`config.mk`:
```
export PLATFORM = sky130hd
export DESIGN_NAME = cordic_nco_mc
export DESIGN_NICKNAME = d
export VERILOG_FILES = /design/src/rtl/cordic_nco_mc.sv
export SDC_FILE = /design/constraint.sdc
export NUM_CORES = 2
export LEC_CHECK = 0
export CORE_MARGIN = 1.5
export CORE_UTILIZATION = 40
export CTS_BUF_LIST = sky130_fd_sc_hd__clkbuf_8
export DETAILED_ROUTE_END_ITERATION = 12
export GPL_ROUTABILITY_DRIVEN = 0
export PLACE_DENSITY_LB_ADDON = 0.2
export SLEW_MARGIN = 25
export SYNTH_ARGS = -nofsm -noshare
export SYNTH_HDL_FRONTEND = slang
export SYNTH_SLANG_ARGS = --single-unit
export TNS_END_PERCENT = 20
```
`constraint.sdc`:
```
create_clock -name clock -period 15.4 [get_ports clock]
set_input_delay 1.54 -clock clock [delete_from_list [all_inputs] [get_ports clock]]
set_output_delay 1.54 -clock clock [all_outputs]
set_load 0.01 [all_outputs]
```
`src/rtl/cordic_nco_mc.sv`:
```
`default_nettype none
// +----------------------------------------------------------------------------+
// | Module   : cordic_nco_mc                                                   |
// | Purpose  : Time-multiplexed multi-channel CORDIC NCO. One pipelined        |
// |            rotation core serves NCH channels, each with its own phase      |
// |            accumulator, increment and phase offset. Output samples are     |
// |            channel-tagged and valid-qualified.                             |
// | Revision : 1.0 - initial release                                           |
// +----------------------------------------------------------------------------+
module cordic_nco_mc #(
   parameter int NCH  = 4,              // channels, power of two
   parameter int PW   = 32,             // phase width
   parameter int OW   = 20,             // output sample width
   parameter int ITER = 18,             // micro-rotation stages (ITER <= 27, PW > ITER+4)
   parameter int CW   = $clog2(NCH)     // channel index width
) (
   input  logic                 clock,
   input  logic                 reset_n,
   input  logic                 enable,
   input  logic                 sync,
   input  logic                 cfg_we,
   input  logic                 cfg_sel,
   input  logic [CW-1:0]        cfg_ch,
   input  logic [PW-1:0]        cfg_data,
   output logic                 out_valid,
   output logic [CW-1:0]        out_ch,
   output logic signed [OW-1:0] re,
   output logic signed [OW-1:0] im
);

   // Internal datapath width: two fractional guard bits below the output LSB.
   localparam int W  = OW + 2;
   // Kept phase bits: 2 quadrant bits + ITER+2 residue bits; also the z width,
   // with a full circle equal to 2^ZW.
   localparam int ZW = ITER + 4;
   // Phase bits below the kept resolution; they only contribute a carry.
   localparam int LB = PW - ZW;
   localparam int SH = 32 - ZW;

   // Start magnitude pre-divided by the CORDIC gain (1/Kn in Q32, converged value).
   localparam logic [63:0] AMP      = 64'((1 << (OW-1)) - (1 << (OW-6)));
   localparam logic [63:0] INVK_Q32 = 64'd2608131497;
   localparam logic [63:0] X0_64    = (AMP * INVK_Q32 + 64'h8000_0000) >> 32;
   localparam logic signed [W-1:0] X0   = $signed(W'(X0_64 << 2));
   localparam logic signed [W-1:0] MAXV = $signed(W'((1 << (OW-1)) - 1));

   // atan(2^-i) with a full circle of 2^32.
   function automatic logic [31:0] atan32(input int i);
      case (i)
         0:  return 32'h2000_0000;
         1:  return 32'h12E4_051E;
         2:  return 32'h09FB_385B;
         3:  return 32'h0511_11D4;
         4:  return 32'h028B_0D43;
         5:  return 32'h0145_D7E1;
         6:  return 32'h00A2_F61E;
         7:  return 32'h0051_7C55;
         8:  return 32'h0028_BE53;
         9:  return 32'h0014_5F2F;
         10: return 32'h000A_2F98;
         11: return 32'h0005_17CC;
         12: return 32'h0002_8BE6;
         13: return 32'h0001_45F3;
         14: return 32'h0000_A2FA;
         15: return 32'h0000_517D;
         16: return 32'h0000_28BE;
         17: return 32'h0000_145F;
         18: return 32'h0000_0A30;
         19: return 32'h0000_0518;
         20: return 32'h0000_028C;
         21: return 32'h0000_0146;
         22: return 32'h0000_00A3;
         23: return 32'h0000_0051;
         24: return 32'h0000_0029;
         25: return 32'h0000_0014;
         26: return 32'h0000_000A;
         default: return 32'h0000_0005;
      endcase
   endfunction

   // Round half away from zero (drop the guard bits), then clamp symmetric.
   function automatic logic signed [OW-1:0] rnd_sat(input logic signed [W-1:0] v);
      logic signed [W-1:0] r;
      r = v[W-1] ? ($signed(v + W'(1)) >>> 2) : ($signed(v + W'(2)) >>> 2);
      if (r > MAXV)
         r = MAXV;
      else if (r < -MAXV)
         r = -MAXV;
      return r[OW-1:0];
   endfunction

   logic [CW-1:0] ch_cnt;
   logic [PW-1:0] acc [0:NCH-1];
   logic [PW-1:0] inc [0:NCH-1];
   logic [PW-1:0] ofs [0:NCH-1];

   logic          ph_v;
   logic [CW-1:0] ph_ch;
   logic [ZW-1:0] ph_p;

   logic                 vs  [0:ITER];
   logic [CW-1:0]        chs [0:ITER];
   logic signed [W-1:0]  xs  [0:ITER];
   logic signed [W-1:0]  ys  [0:ITER];
   logic signed [ZW-1:0] zs  [0:ITER-1];

   // Only the kept upper phase bits are summed; the low field contributes its carry.
   logic          lo_carry;
   logic [ZW-1:0] p_top;
   assign lo_carry = acc[ch_cnt][LB-1:0] > ~ofs[ch_cnt][LB-1:0];
   assign p_top    = acc[ch_cnt][PW-1:LB] + ofs[ch_cnt][PW-1:LB] + ZW'(lo_carry);

   // Sequencer, accumulators, configuration registers and issued-phase register.
   // Config writes land after the issue reads, so a same-cycle write to the
   // issuing channel only takes effect on its next visit.
   always_ff @(posedge clock or negedge reset_n) begin
      if (!reset_n) begin
         ch_cnt <= '0;
         ph_v   <= 1'b0;
         ph_ch  <= '0;
         ph_p   <= '0;
         for (int c = 0; c < NCH; c++) begin
            acc[c] <= '0;
            inc[c] <= '0;
            ofs[c] <= '0;
         end
      end else begin
         ph_v <= 1'b0;
         if (sync) begin
            ch_cnt <= '0;
            for (int c = 0; c < NCH; c++)
               acc[c] <= '0;
         end else if (enable) begin
            ph_v        <= 1'b1;
            ph_ch       <= ch_cnt;
            ph_p        <= p_top;
            acc[ch_cnt] <= acc[ch_cnt] + inc[ch_cnt];
            ch_cnt      <= ch_cnt + 1'b1;   // NCH = 2^CW, so this wraps naturally
         end
         if (cfg_we) begin
            if (cfg_sel)
               ofs[cfg_ch] <= cfg_data;
            else
               inc[cfg_ch] <= cfg_data;
         end
      end
   end

   // Quadrant pre-rotation: start vector placed on the axis of the selected quadrant.
   always_ff @(posedge clock or negedge reset_n) begin
      if (!reset_n) begin
         vs[0]  <= 1'b0;
         chs[0] <= '0;
         xs[0]  <= '0;
         ys[0]  <= '0;
         zs[0]  <= '0;
      end else begin
         vs[0]  <= ph_v;
         chs[0] <= ph_ch;
         zs[0]  <= $signed({2'b00, ph_p[ZW-3:0]});
         case (ph_p[ZW-1:ZW-2])
            2'd0:    begin xs[0] <= X0;  ys[0] <= '0;  end
            2'd1:    begin xs[0] <= '0;  ys[0] <= X0;  end
            2'd2:    begin xs[0] <= -X0; ys[0] <= '0;  end
            default: begin xs[0] <= '0;  ys[0] <= -X0; end
         endcase
      end
   end

   for (genvar i = 0; i < ITER; i++) begin : g_rot
      // One micro-rotation, direction chosen to drive the residual angle to zero.
      always_ff @(posedge clock or negedge reset_n) begin
         if (!reset_n) begin
            vs[i+1]  <= 1'b0;
            chs[i+1] <= '0;
            xs[i+1]  <= '0;
            ys[i+1]  <= '0;
         end else begin
            vs[i+1]  <= vs[i];
            chs[i+1] <= chs[i];
            if (!zs[i][ZW-1]) begin
               xs[i+1] <= xs[i] - (ys[i] >>> i);
               ys[i+1] <= ys[i] + (xs[i] >>> i);
            end else begin
               xs[i+1] <= xs[i] + (ys[i] >>> i);
               ys[i+1] <= ys[i] - (xs[i] >>> i);
            end
         end
      end

      if (i < ITER-1) begin : g_z
         localparam logic [63:0]          ATN64 = (64'(atan32(i)) + (64'd1 << (SH-1))) >> SH;
         localparam logic signed [ZW-1:0] ATN   = $signed(ZW'(ATN64));
         // Residual angle update; the last stage needs no residue after it.
         always_ff @(posedge clock or negedge reset_n) begin
            if (!reset_n)
               zs[i+1] <= '0;
            else
               zs[i+1] <= zs[i][ZW-1] ? (zs[i] + ATN) : (zs[i] - ATN);
         end
      end
   end

   // Output register: loads only for valid tokens so samples hold across bubbles.
   always_ff @(posedge clock or negedge reset_n) begin
      if (!reset_n) begin
         out_valid <= 1'b0;
         out_ch    <= '0;
         re        <= '0;
         im        <= '0;
      end else begin
         out_valid <= vs[ITER];
         if (vs[ITER]) begin
            out_ch <= chs[ITER];
            re     <= rnd_sat(xs[ITER]);
            im     <= rnd_sat(ys[ITER]);
         end
      end
   end

endmodule
`default_nettype wire

```
Yosys cells after proc, flatten, opt, wreduce, memory -nomap -nowiden --
Index checks and enable logic that the tools add are counted.
Word-level totals: bits in registers 1740, input port bits 40, output and inout port bits 43, logic and storage cells 329
Operators by class: add/sub/neg operators 111, magnitude comparators 9, equality and inequality tests 2, muxes and demuxes 80, bitwise gates (word level) 5, reductions and logical operators 8
Operators by type and width (count):
- 22-bit two-way mux | 52
- 128-bit bitwise mux | 3
- 128-bit two-way mux | 2
- 32-bit two-way mux | 8
- 32-bit binary-select mux with 2-bit select | 3
- 32-bit demux with 2-bit select | 2
- 22-bit case mux with 2 select lines | 2
- 20-bit two-way mux | 4
- 22-bit by 10-bit adder with 22-bit output | 2
- 22-bit by 11-bit adder with 22-bit output | 2
- 22-bit by 12-bit adder with 22-bit output | 2
- 22-bit by 13-bit adder with 22-bit output | 2
- 22-bit by 14-bit adder with 22-bit output | 2
- 22-bit by 15-bit adder with 22-bit output | 2
- 22-bit by 16-bit adder with 22-bit output | 2
- 22-bit by 17-bit adder with 22-bit output | 2
- 22-bit by 18-bit adder with 22-bit output | 2
- 22-bit by 19-bit adder with 22-bit output | 2
- 22-bit by 2-bit adder with 22-bit output, second input constant | 2
- 22-bit by 20-bit adder with 22-bit output | 2
- 22-bit by 21-bit adder with 22-bit output | 2
- 22-bit adder | 2
- 22-bit by 3-bit adder with 22-bit output, second input constant | 2
- 22-bit by 5-bit adder with 22-bit output | 2
- 75 further kinds | 107

Depth between registers and ports, before layout --
word-level depth 8, gate-level depth with buffers 22, gate-level depth less buffers 20

Worst setup path before layout --
OpenSTA, ideal clock, no wires.
path type register to register, start point register ch_cnt[0], end point register ph_p[14], arrival time 5.527 ns, required time 15.331 ns, slack 9.804 ns, cell stages (with the launch flop) 22, buffers on the path 3, clock period less this slack 5.596 ns, cells stage by stage dfrtp_1 -> clkbuf_1 -> clkbuf_1 -> buf_1 -> mux4_2 -> ha_1 -> nand4_1 -> nor3_1 -> a2111oi_0 -> a31oi_1 -> fa_1 -> inv_1 -> fa_1 -> nor2b_1 -> o21ai_0 -> a21oi_1 -> o21ai_0 -> a211oi_1 -> o32a_1 -> a21oi_1 -> or4b_2 -> nand3_1
Between the ends: longest elaborated chain between the ends 7, elaborated cells between the ends (all ways) 11, classes of those cells add/sub (2); order compare (1); mux (6); bitwise (2)
Ends and longest elaborated chain:
- from (decl) | line 92 | logic [CW-1:0] ch_cnt;
- from (signal assigned) | line 138 | ch_cnt <= ch_cnt + 1'b1;
- 2-bit inverter with 3-bit output (not written as such) (*) | line 110, 111
- parallel branches: the longest is 5 deep, another holds 22-bit adder
- 22-bit by 1-bit adder with 22-bit output (*) | line 111 | assign p_top = acc[ch_cnt][PW-1:LB] + ofs[ch_cnt][PW-1:LB] + ZW'(lo_carry);
- to (signal assigned) | line 136 | ph_p <= p_top;
- to (decl) | line 99 | logic [ZW-1:0] ph_p;
Every way passes the cells marked *. The select of a mux whose other input is x is not followed. A chain may end at the register's enable or synchronous reset.

Final worst setup path --
start point register ch_cnt[1], end point register ph_p[18]
The elaborated chain is that of the path after synthesis.

==> impl_metrics.tcl <==
set metrics [dict create \
    skew_ns 0.0866 \
    hp-class "reg -> reg" \
    drt_iter0_drc 4272 \
    setup_violations 0 \
    yosysSeqAreaShare 0.386 \
    clk_latency_ns 0.99 \
    antenna_found_initial 5 \
    synth.area.top_cells "dfrtp_1, ha_1, xnor2_1" \
    min_period_ns 6.70 \
    grt-ovfl-total 0 \
    synthAdderAreaFrac 0.143 \
    critPathLaunchType "flop" \
    final_cells 14800 \
    clock-sinks 1665 \
    synth_top_family_by_area "compound AO/OA/AOI/OAI gates" \
    syn_nets 12000 \
    worst-setup-path-type "reg -> reg" \
    dp_hpwl_um 201000 \
    synth_top_area_share 0.386 \
    wire_per_inst_um 18.1 \
    fmax_mhz 149 \
    synthSimpleGateAreaFrac 0.122 \
    nFillCells 25100 \
    syn-mean-instance-area_um2 10.0 \
    yosys.area.top_type "dfrtp_1" \
    max_cap_violations 0 \
    grt_setup_unrepaired "false" \
    worst_pin_slew_ns 1.04 \
    ys_dominant_reg_cell "dfrtp_1" \
    synth_edf_count 0 \
    synth-compound-area-share 0.164 \
    areaGrowthSynthToFinish_pct 10.6 \
    die-height_um 522 \
    grt_max_degree 172 \
    cts_resized 0 \
    synthArstFlopShare 1.00 \
    vias_per_cell 5.45 \
    syn_area_um2 108000 \
    postCtsSetupBuffers 0 \
    hold_viol_final 0 \
    totalWireLength_um 268000 \
    htreeDepth 5 \
    clk_pin_slew_worst_paths_ns 0.06 \
    hold_ws_ns 0.296 \
    drtAntennaViolNets 0 \
    dp_cells 14300 \
    synth-seq-cells 1665 \
    die_area_um2 273000 \
    end_kind "flop" \
    synth.mux.area_fraction 0.0542 \
    grt_pass1_vias 81200 \
    yosys.area_share.xor_xnor 0.107 \
    cts_root_buf "clkbuf_8" \
    core.rowCount 190 \
    first_pass_iters 6 \
    clock_tree.buffer_depth 4 \
    drc 0 \
    nets 12300 \
    yosysWarnings 0 \
    slew_violations 0 \
    portBuffers 82 \
    required_ns 16.28 \
    grt_pass1_wl_um 432000 \
    synth.distinct_cells 99 \
    vias 80700 \
    grt_use_total 0.194 \
    cts_buffers 302 \
    outcome "complete, no violations" \
    cts_tree "built" \
    hold_buffers 0 \
    syn-instance-count 10800 \
    initial_core_util 0.402 \
    core_um2 268000 \
    pin_count 83 \
    crit_arrival_ns 7.58 \
    relSlewSlack 0.296 \
    worstPathMaxFanout 44 \
    final.setup.tns_ns 0 \
    fin_crit_sh 0.435 \
    chipWidth_um 522 \
    layout-drive-gt1-share 0.0907 \
]
==> registers in the layout (all words and copies together) (netlist names), 22 cells and up <==
name  flops
zs      369
chs      38
inc     128
ys      393
ph_p     22
xs      392
ofs     128
acc     128
==> layout by cell type (no fill, tap or decap), drive strengths merged, types with 110 or more instances in the layout <==
cell type | Yosys | layout
nand2b | 148 | 148
a21oi | 953 | 953
inv | 485 | 583
a22o | 114 | 114
nor2b | 157 | 157
and3 | 110 | 110
xnor2 | 878 | 878
nand2 | 568 | 568
o21ai | 500 | 500
nor2 | 806 | 806
nand3 | 202 | 202
nor3 | 333 | 333
ha | 1147 | 1147
clkbuf | 156 | 369
xor2 | 434 | 434
dfrtp | 1665 | 1665
o21a | 148 | 148
mux2 | 291 | 291
a21o | 283 | 283
==> metal layers <==
metal / vias to the layer above / global-route usage / part of all wire
met5: - / 0 / 0.00013
met4: 6 / 0.0685 / 0.035
met3: 514 / 0.0251 / 0.037
met2: 1592 / 0.335 / 0.48
met1: 39200 / 0.249 / 0.44
li1: 39400 / - / -
==> critical path: stages (launching register included) <==
cell	delay, ns
dfrtp_4	0.72
buf_4	0.55
buf_4	0.65
mux4_2	0.50
ha_1	0.24
a21o_1	0.17
a21o_1	0.17
a21oi_1	0.17
nor2_1	0.06
a2111oi_0	0.54
a31oi_1	0.20
fa_1	0.47
inv_1	0.09
fa_1	0.20
nor2b_1	0.05
o21ai_0	0.21
a21oi_1	0.14
o21ai_0	0.36
a211oi_1	0.21
nor3_1	0.28
o31ai_1	0.18
o21a_1	0.20
o31ai_1	0.17
==> path summary, 6_finish.rpt <==
kind,startpoint,to,slack (ns),depth (start not counted)
min reg2reg,chs[19]$_DFF_PN0_,chs[17]$_DFF_PN0_,0.30,0
max in group asynchronous,reset_n,ys[319]$_DFF_PN0_,11.74,4
min in group asynchronous,reset_n,re[9]$_DFFE_PN0P_,0.55,1
min,chs[19]$_DFF_PN0_,chs[17]$_DFF_PN0_,0.30,0
max reg2reg,ch_cnt[1]$_DFFE_PN0P_,ph_p[18]$_DFFE_PN0P_,8.70,22
max,ch_cnt[1]$_DFFE_PN0P_,ph_p[18]$_DFFE_PN0P_,8.70,22
==> synth_stat cells, types with 32 or more instances <==
| master | count |
|---|---|
| dfrtp_1 | 1665 |
| and3_1 | 110 |
| xor2_1 | 434 |
| o22ai_1 | 50 |
| a31o_2 | 32 |
| a21o_1 | 283 |
| mux4_2 | 96 |
| mux2_2 | 291 |
| o211ai_1 | 44 |
| nand4_1 | 41 |
| o21bai_1 | 87 |
| ha_1 | 1147 |
| nand3_1 | 202 |
| nor2b_1 | 157 |
| nor3_1 | 332 |
| o21ai_0 | 493 |
| a31oi_1 | 90 |
| nor4_1 | 52 |
| or2_2 | 47 |
| or3_1 | 74 |
| mux2i_1 | 41 |
| nor2_1 | 806 |
| and2_1 | 66 |
| inv_1 | 484 |
| o21a_1 | 148 |
| fa_1 | 52 |
| xnor2_1 | 876 |
| a211oi_1 | 84 |
| nand2_1 | 568 |
| clkbuf_1 | 156 |
| o31ai_1 | 45 |
| a22o_1 | 114 |
| a21oi_1 | 951 |
| nand2b_1 | 147 |
==> kinds of logic after synthesis <==
group | Yosys count
muxes | 428
DFF | 1665
AOI/OAI and AO/OA | 2764
and+or+nand+nor | 2721
buffers and inverters | 679
xor gates and xnor gates | 1312
adders and majority gates | 1199
==> metrics by stage <==
stage	util	cell area [µm²]	setup slack, ns
2_1_floorplan	-	108000	9.80
3_3_place_gp	0.422	113000	8.80
3_5_place_dp	0.422	113000	8.76
4_1_cts	0.445	119000	8.75
5_1_grt	0.445	119000	8.32
6_report	0.445	119000	8.70
==> layout make-up <==
type	count	area [µm²]	share of cell area
Antenna cell	5	12.5	0.000105
Clock buffer	369	5080	0.0426
Clock inverter	156	1160	0.00971
Inverter	487	1830	0.0153
Multi-Input combinational cell	8424	63700	0.534
Sequential cell	1665	41700	0.349
Tap cell	3552	4440	0.0373
Timing Repair Buffer	144	1390	0.0117
Power is not shown: default switching activity piles up to over one toggle a cycle in this logic, so the estimate is an artifact.
